--- config.mk ---
export PLATFORM = sky130hd
export DESIGN_NAME = fetch_queue
export DESIGN_NICKNAME = d
export VERILOG_FILES = /design/src/rtl/fetch_queue.sv
export SDC_FILE = /design/constraint.sdc
export NUM_CORES = 1
export LEC_CHECK = 0
export ABC_AREA = 1
export CAP_MARGIN = 20
export CORE_MARGIN = 5
export CORE_UTILIZATION = 30
export DETAILED_ROUTE_END_ITERATION = 10
export HOLD_SLACK_MARGIN = 0.12
export PLACE_DENSITY_LB_ADDON = 0.12
export SLEW_MARGIN = 20
export SYNTH_ARGS = -nofsm -noshare
export SYNTH_HDL_FRONTEND = slang
export SYNTH_SLANG_ARGS = --single-unit
export TNS_END_PERCENT = 30
--- constraint.sdc ---
create_clock -name clk -period 4.93 [get_ports clk]
set_input_delay 0.493 -clock clk [delete_from_list [all_inputs] [get_ports clk]]
set_output_delay 0.493 -clock clk [all_outputs]
set_load 0.02 [all_outputs]
--- src/rtl/fetch_queue.sv ---
// fetch_queue: instruction prefetch FIFO between fetch and decode.
//
// Buffers {pc, instruction, pc_next} triples so fetch keeps running while
// decode is stalled. The head entry is presented first-word-fall-through as
// the IF/ID register contents. A flush (branch/jump redirect) discards every
// buffered entry.
//
// Optional feature macro: FETCH_QUEUE_STATS_EN adds a saturating 16-bit
// drop_count output that accumulates entries discarded by flush.
//
// Ports:
//   clk, reset          rising-edge clock, asynchronous active-high reset
//   f_valid, f_pc,      fetch-side entry (pc, instruction, pc + 4)
//   f_instruction,
//   f_pc_next
//   flush               redirect from decode, kills all queued entries
//   stall               decode stall, head entry is held
//   full                queue holds DEPTH entries (stalls the PC)
//   IF_ID_*             head entry; all data reads 0 when IF_ID_valid = 0
//   count               occupancy 0..DEPTH
//   drop_count          (FETCH_QUEUE_STATS_EN only) entries lost to flush

module fetch_queue #(
    parameter int unsigned DEPTH = 4,
    parameter int unsigned PTR_W = 2
) (
    input  logic             clk,
    input  logic             reset,
    input  logic             f_valid,
    input  logic [31:0]      f_pc,
    input  logic [31:0]      f_instruction,
    input  logic [31:0]      f_pc_next,
    input  logic             flush,
    input  logic             stall,
    output logic             full,
    output logic             IF_ID_valid,
    output logic [31:0]      IF_ID_pc,
    output logic [31:0]      IF_ID_instruction,
    output logic [31:0]      IF_ID_pc_next,
`ifdef FETCH_QUEUE_STATS_EN
    output logic [15:0]      drop_count,
`endif
    output logic [PTR_W:0]   count
);

    typedef struct packed {
        logic [31:0] pc;
        logic [31:0] instruction;
        logic [31:0] pc_next;
    } entry_t;

    localparam logic [PTR_W:0] DepthCnt = (PTR_W + 1)'(DEPTH);

    entry_t            mem_q [DEPTH];
    logic [PTR_W-1:0]  wr_ptr_q, wr_ptr_d;
    logic [PTR_W-1:0]  rd_ptr_q, rd_ptr_d;
    logic [PTR_W:0]    count_q, count_d;
    logic              push, pop;
    entry_t            head;

    // Status decoded from registered occupancy only.
    assign full        = (count_q == DepthCnt);
    assign IF_ID_valid = (count_q != '0);
    assign count       = count_q;

    // No push-through when full, even if the head pops this cycle.
    assign push = f_valid & ~full & ~flush;
    assign pop  = IF_ID_valid & ~stall & ~flush;

    always_comb begin
        wr_ptr_d = wr_ptr_q;
        rd_ptr_d = rd_ptr_q;
        count_d  = count_q;
        if (push) begin
            wr_ptr_d = wr_ptr_q + PTR_W'(1);
        end
        if (flush) begin
            // Push is already suppressed, so wr_ptr stays and the queue empties.
            rd_ptr_d = wr_ptr_q;
            count_d  = '0;
        end else begin
            if (pop) begin
                rd_ptr_d = rd_ptr_q + PTR_W'(1);
            end
            unique case ({push, pop})
                2'b10:   count_d = count_q + (PTR_W + 1)'(1);
                2'b01:   count_d = count_q - (PTR_W + 1)'(1);
                default: count_d = count_q;
            endcase
        end
    end

    always_ff @(posedge clk or posedge reset) begin
        if (reset) begin
            wr_ptr_q <= '0;
            rd_ptr_q <= '0;
            count_q  <= '0;
        end else begin
            wr_ptr_q <= wr_ptr_d;
            rd_ptr_q <= rd_ptr_d;
            count_q  <= count_d;
        end
    end

    // Entry storage needs no reset; contents are only observed when valid.
    always_ff @(posedge clk) begin
        if (push) begin
            mem_q[wr_ptr_q] <= '{pc: f_pc, instruction: f_instruction, pc_next: f_pc_next};
        end
    end

    always_comb begin
        head              = mem_q[rd_ptr_q];
        IF_ID_pc          = IF_ID_valid ? head.pc          : 32'h0;
        IF_ID_instruction = IF_ID_valid ? head.instruction : 32'h0;
        IF_ID_pc_next     = IF_ID_valid ? head.pc_next     : 32'h0;
    end

`ifdef FETCH_QUEUE_STATS_EN
    logic [15:0] drop_count_q, drop_count_d;
    logic [16:0] drop_sum;

    always_comb begin
        drop_sum     = {1'b0, drop_count_q} + 17'(count_q);
        drop_count_d = drop_count_q;
        if (flush) begin
            drop_count_d = drop_sum[16] ? 16'hFFFF : drop_sum[15:0];
        end
    end

    always_ff @(posedge clk or posedge reset) begin
        if (reset) begin
            drop_count_q <= '0;
        end else begin
            drop_count_q <= drop_count_d;
        end
    end

    assign drop_count = drop_count_q;
`endif

endmodule

==> results.sh <==
export IMPL_outcome="completed"
export IMPL_report_final_slew_viol_count=0
export IMPL_post_layout_nonfiller_instances=2098
export IMPL_post_route_drc_count=0
export IMPL_buffer_depth_of_the_longest_clock_path=3
export IMPL_htree_num_levels=2
export IMPL_area_growth_synth_to_final_pct=26.9
export IMPL_total_number_of_clock_tree_sinks=391
export IMPL_post_cts_buffers=0
export IMPL_ys_dominant_reg_cell="sky130_fd_sc_hd__edfxtp_1"
export IMPL_synthDominantCellAreaShare_pct=75.2
export IMPL_setup_tns_ns=0
export IMPL_worst_setup_hold_path_clk_slew_ns=0.06
export IMPL_grt_util_all_layers_pct=14.1
export IMPL_synth_sequential_area_ratio_pct=76.3
export IMPL_post_route_cells_drive_above_1_share_pct=6.39
export IMPL_drt_pass1_iter_count=4
export IMPL_maximum_number_of_pins_on_one_net_before_global_route_repair=194
export IMPL_final_net_count=1495
export IMPL_area_of_combinational_cells_with_multiple_inputs_um2=3170
export IMPL_routed_via_count=9613
export IMPL_nFillCells=4860
export IMPL_timing_max_slew_rel_slack_pct=31.6
export IMPL_hold_class="primary input to asynchronous set/reset pin"
export IMPL_dpl_instance_area_um2=18000
export IMPL_synth_top_cells_by_area="sky130_fd_sc_hd__edfxtp_1, sky130_fd_sc_hd__nor2_1, sky130_fd_sc_hd__o21ai_0"
export IMPL_cp_end_kind="output port"
export IMPL_rsz_0062_raised_after_global_routing="no"
export IMPL_max_cap_violations=0
export IMPL_ys_warnings_count=0
export IMPL_fin_worst_skew_ns=0.0196
export IMPL_via_count_of_the_first_global_routing_pass=9805
export IMPL_syn_nets=1304
export IMPL_ant_nets=0
export IMPL_post_drt_via_cell_ratio=4.58
export IMPL_layout_core_utilization_pct=38.6
export IMPL_routabilityCongestion=0.719
export IMPL_cts_root_buffer_cell="sky130_fd_sc_hd__clkbuf_16"
export IMPL_wl_per_cell_um=19.2
export IMPL_core_um2=50400
export IMPL_finalHoldWorstSlack_ns=0.168
export IMPL_number_of_instances_in_the_synthesized_netlist=1198
export IMPL_floorplan_initialDensity_pct=30.5
export IMPL_die_h_um=236
export IMPL_number_of_buffer_cells_added_on_primary_ports=201
export IMPL_dpl_worst_slack_ns=1.63
export IMPL_post_route_min_period_ns=3.81
export IMPL_grt_pass1_wl_um=61200
export IMPL_grt_overflow_total=0
export IMPL_finalHoldViolations=0
export IMPL_arrival_ns=3.32
export IMPL_drt_iter0_markers=605
export IMPL_routed_wl_um=40300
export IMPL_edff_count_synth=384
export IMPL_synth_cell_area_um2=15300
export IMPL_tightestPinTransition_ns=1.03
export IMPL_synth_area_per_cell_um2=12.8
export IMPL_cts_hold_buf=0
export IMPL_power_density_cell_area_nw_per_um2=620
export IMPL_p_leak_nw=6.42
export IMPL_postSynth_asyncResetShare_pct=1.79
export IMPL_finalPower_mw=12.1
export IMPL_die_area_um2=55800
export IMPL_post_dp_hpwl_um=21700
export IMPL_critical_path_max_fanout=33
export IMPL_dieWidth_um=236
export IMPL_endpoint_required_time_on_the_critical_path_ns=4.44
export IMPL_clk_insertion_delay_late_ns=0.57
export IMPL_cts_tree="built"
export IMPL_setup_viol=0
export IMPL_placed_instances=2014
export IMPL_pin_count=202
export IMPL_antenna_found_initial=5
export IMPL_synth_ff_latch_count=391
export IMPL_vdd_drop_max_mv=0.553
export IMPL_netlist_top_cell_by_area="sky130_fd_sc_hd__edfxtp_1"
export IMPL_startpoint_type="register"
export IMPL_timing_fmax_mhz=262
export IMPL_post_cts_resized=0
export IMPL_cts_buffers_inserted=45
export IMPL_timing_setup_critical_path_class="register to output port"
export IMPL_placement_rows=82
export IMPL_setup_slack_ns=1.12
export IMPL_finish_instance_area_um2=19500
export IMPL_seq_area_um2=11700
export IMPL_yosysUniqueCellTypes=27
export IMPL_timing_final_crit_share_pct=77.4
==> synth_stat cells (13+ instances only) <==
library cell / count
sky130_fd_sc_hd__a21oi_1: 98
sky130_fd_sc_hd__buf_2: 17
sky130_fd_sc_hd__buf_4: 15
sky130_fd_sc_hd__clkbuf_1: 20
sky130_fd_sc_hd__clkbuf_2: 14
sky130_fd_sc_hd__edfxtp_1: 384
sky130_fd_sc_hd__inv_1: 13
sky130_fd_sc_hd__nand2_1: 18
sky130_fd_sc_hd__nor2_1: 389
sky130_fd_sc_hd__o21ai_0: 141
sky130_fd_sc_hd__o21ai_1: 53
==> state kept, by name (all words and copies together) (netlist names) <==
register	cells
rd_ptr_q	2
wr_ptr_q	2
count	3
mem_q	384
==> per-layer routing <==
layer | vias up | global-route usage [%] | routed length, µm
met3 | 61 | 4.01 | 2450
met1 | 4676 | 19.3 | 18300
met4 | 8 | 2.99 | 673
met2 | 233 | 22.6 | 18800
li1 | 4635 | - | -
met5 | - | 0 | 53
==> worst paths after layout <==
check | from | end | slack, ns | depth (start not counted)
max in group asynchronous | reset | rd_ptr_q[1] | 4.51 | 2
min in group clk | f_pc_next[0] | mem_q[2][0] | 0.57 | 1
max reg2reg | count[0] | mem_q[2][42] | 2.24 | 5
min reg2reg | count[1] | count[1] | 0.58 | 2
min | reset | wr_ptr_q[1] | 0.17 | 2
max | count[2] | IF_ID_pc[2] | 1.12 | 6
==> worst max-delay path, stage by stage (launching register included) <==
cell and delay, ns:
sky130_fd_sc_hd__dfrtp_1 0.47, sky130_fd_sc_hd__inv_2 0.05, sky130_fd_sc_hd__nand2_2 0.11, sky130_fd_sc_hd__clkinv_2 0.54
sky130_fd_sc_hd__buf_4 0.46, sky130_fd_sc_hd__a21oi_1 0.36, sky130_fd_sc_hd__clkdlybuf4s50_1 0.69
==> cell families after synthesis <==
family / share of synthesized area (%)
buf+inv: 3.21
simple gates: 10.1
xor+xnor: 0.114
compound gates: 9.77
fa+ha+maj: 0.457
flops: 76.3
==> cell type report <==
cell class	instances	area share (%)
diodes	1	0.0129
clock inverters	27	1.09
flip-flops and latches	391	60.2
well taps	672	4.32
clock buffers	56	6.22
repair buffers	218	11.5
inverters	17	0.373
multi-input cells	716	16.3
==> cells in the final DEF (no fill, tap or decap), types with 2 or more instances in the layout <==
cell type                         Yosys  routed
sky130_fd_sc_hd__nor2_1             389     385
sky130_fd_sc_hd__edfxtp_1           384     384
sky130_fd_sc_hd__clkdlybuf4s50_1      0     201
sky130_fd_sc_hd__o21ai_0            141     141
sky130_fd_sc_hd__a21oi_1             98      98
sky130_fd_sc_hd__o21ai_1             53      53
sky130_fd_sc_hd__clkbuf_16            0      47
sky130_fd_sc_hd__nand2_1             18      18
sky130_fd_sc_hd__inv_1               13      13
sky130_fd_sc_hd__clkinv_1             0      12
sky130_fd_sc_hd__clkinv_2             0       9
sky130_fd_sc_hd__clkbuf_1            20       9
sky130_fd_sc_hd__buf_4               15       9
sky130_fd_sc_hd__buf_12               0       8
sky130_fd_sc_hd__dfrtp_1              7       5
sky130_fd_sc_hd__nor2_4               0       4
sky130_fd_sc_hd__ha_1                 4       4
sky130_fd_sc_hd__nand3_1              3       3
sky130_fd_sc_hd__bufinv_16            0       3
sky130_fd_sc_hd__inv_6                0       2
sky130_fd_sc_hd__o211ai_1             2       2
sky130_fd_sc_hd__dfrtp_4              0       2
==> report_power, final <==
group | internal (mW) | switching, mW
clock | 1.90 | 1.31
sequential | 4.04 | 0.106
combinational | 1.70 | 3.00
total | 7.64 | 4.42
No activity file was read; power rests on OpenSTA's default activity.
==> RTL change, RTL diff (config.mk and constraints unchanged) <==
The option `FETCH_QUEUE_STATS_EN` is turned on by a define.
--- a/src/rtl/fetch_queue.sv
+++ b/src/rtl/fetch_queue.sv
@@ -20,4 +20,6 @@
 //   count               occupancy 0..DEPTH
 //   drop_count          (FETCH_QUEUE_STATS_EN only) entries lost to flush
+
+`define FETCH_QUEUE_STATS_EN
 
 module fetch_queue #(
Formal check against the unedited RTL (old outputs only; new: drop_count): no difference found for any inputs over 4 cycles, from zero or initial values and one cycle with reset high; that may be too few to reach the edited logic, so the function may still have changed.
==> RTL change against the unedited design <==
Via count is 8.3% higher. Final area grew 5.5%. Power is 1.0% higher. Non-clock buffer count up 19. Global-route usage rose by 0.060 points. Sequential cell count up 16. Synthesized cell count increased by 10%. Routed wire length up 6.2%. Worst setup slack got worse by 0.11 ns. Synthesized area up 6.7%. Critical path type unchanged. Largest cell class unchanged.
==> RTL change: results (changes against the unedited design) <==
\begin{tabular}{lr}
\hline
Metric & Value \\
\hline
\multicolumn{2}{l}{\textbf{Outcome}} \\
Outcome & completed (unchanged) \\
\multicolumn{2}{l}{\textbf{Place}} \\
Cell Count Post-Placement & 2180 (was 2014) \\
Placed wire-length estimate & 24.32 mm (was 21.65 mm) \\
Placed cell area & 19190 um\^{}2 (was 18040 um\^{}2) \\
Final Wtd Congestion & 0.7197 (was 0.7185) \\
\multicolumn{2}{l}{\textbf{Finish}} \\
Share of final-layout standard cells stronger than drive strength 1 & 6.956\% (was 6.386\%) \\
Count of antenna diodes in the layout & 0 (was 1) \\
Nets@finish & 1642 (was 1495) \\
Final non-filler cell total & 2263 (was 2098) \\
\multicolumn{2}{l}{\textbf{Worst setup path}} \\
Largest driver fanout on the critical path & 73 (was 33) \\
Endpoint arrival time on the critical path & 3.43 ns (was 3.32 ns) \\
Worst R2R Start & count[1] (was count[0]) \\
Largest stage delay on the critical path & 0.84 ns (was 0.69 ns) \\
Worst reg-to-reg setup slack & 2.46 ns (was 2.24 ns) \\
\multicolumn{2}{l}{\textbf{Detailed routing}} \\
Starting DRT DRC Count & 575 (was 605) \\
Total vias in the final route & 10410 (was 9613) \\
Routed metal-1 wire length & 19.48 mm (was 18.27 mm) \\
Final WL & 42.77 mm (was 40.28 mm) \\
Routed met2 length & 20.85 mm (was 18.84 mm) \\
\multicolumn{2}{l}{\textbf{Timing}} \\
Max Clock Skew & 0.02125 ns (was 0.01960 ns) \\
Worst-case headroom to the max-slew limit & 29.53\% (was 31.62\%) \\
Post-route worst setup slack & 1.009 ns (was 1.115 ns) \\
\multicolumn{2}{l}{\textbf{GRT}} \\
Via count of the first global-routing pass & 10500 (was 9805) \\
Met3 track demand over resource & 2.784\% (was 4.007\%) \\
Largest net degree at the start of global routing & 81 (was 194) \\
GR Layer Usage met1 & 18.93\% (was 19.25\%) \\
\multicolumn{2}{l}{\textbf{Synthesis}} \\
Synth Area in Adders & 0.7800\% (was 0.4568\%) \\
Ys async rst share & 5.651\% (was 1.790\%) \\
Net count after synthesis & 1433 (was 1304) \\
Distinct cells, synth & 30 (was 27) \\
Top cells by area in the synthesized netlist & edfxtp\_1 (70\%), nor2\_1 (9.1\%), o21ai\_0 (5.8\%) (was edfxtp\_1 (75\%), nor2\_1 (9.5\%), o21ai\_0 (4.6\%)) \\
Parity-gate share of the synthesized area counting xor and xnor cells & 0.1606\% (was 0.1142\%) \\
Compound-Gate Fraction of Synth Area & 9.268\% (was 9.772\%) \\
Top cells by count, synth & nor2\_1 (398), edfxtp\_1 (384), o21ai\_0 (191) (was nor2\_1 (389), edfxtp\_1 (384), o21ai\_0 (141)) \\
\multicolumn{2}{l}{\textbf{Power and ir drop}} \\
Peak VDD IR & 0.3145 mV (was 0.5527 mV) \\
Leakage Power & 6.876 nW (was 6.418 nW) \\
\hline
\end{tabular}
==> RTL change: changes by cell type after synthesis, sizes merged, moves of 3 or more <==
| cell | unedited run | this run |
|---|---|---|
| nor3 | 0 | 5 |
| nand2 | 19 | 54 |
| nand3 | 3 | 27 |
| nor2 | 390 | 404 |
| dfrtp | 7 | 23 |
| nand4 | 0 | 3 |
| ha | 4 | 7 |
| inv | 17 | 30 |
| o21ai | 194 | 199 |
==> RTL change: report_power, final <==
group	switching, mW	total, mW	internal [mW]
Clock	1.32	3.09	1.77
Combinational	2.92	4.65	1.74
Sequential	0.242	4.43	4.19
==> RTL change: area by class of cell <==
class / count / area [um^2] / area share (%)
well taps: 696 / 870.8 / 4.239
inverters: 30 / 118.9 / 0.5786
multi-input cells: 810 / 3686 / 17.94
clock buffers: 61 / 1249 / 6.079
clock inverters: 22 / 106.4 / 0.5177
repair buffers: 237 / 2397 / 11.67
flip-flops and latches: 407 / 12110 / 58.97
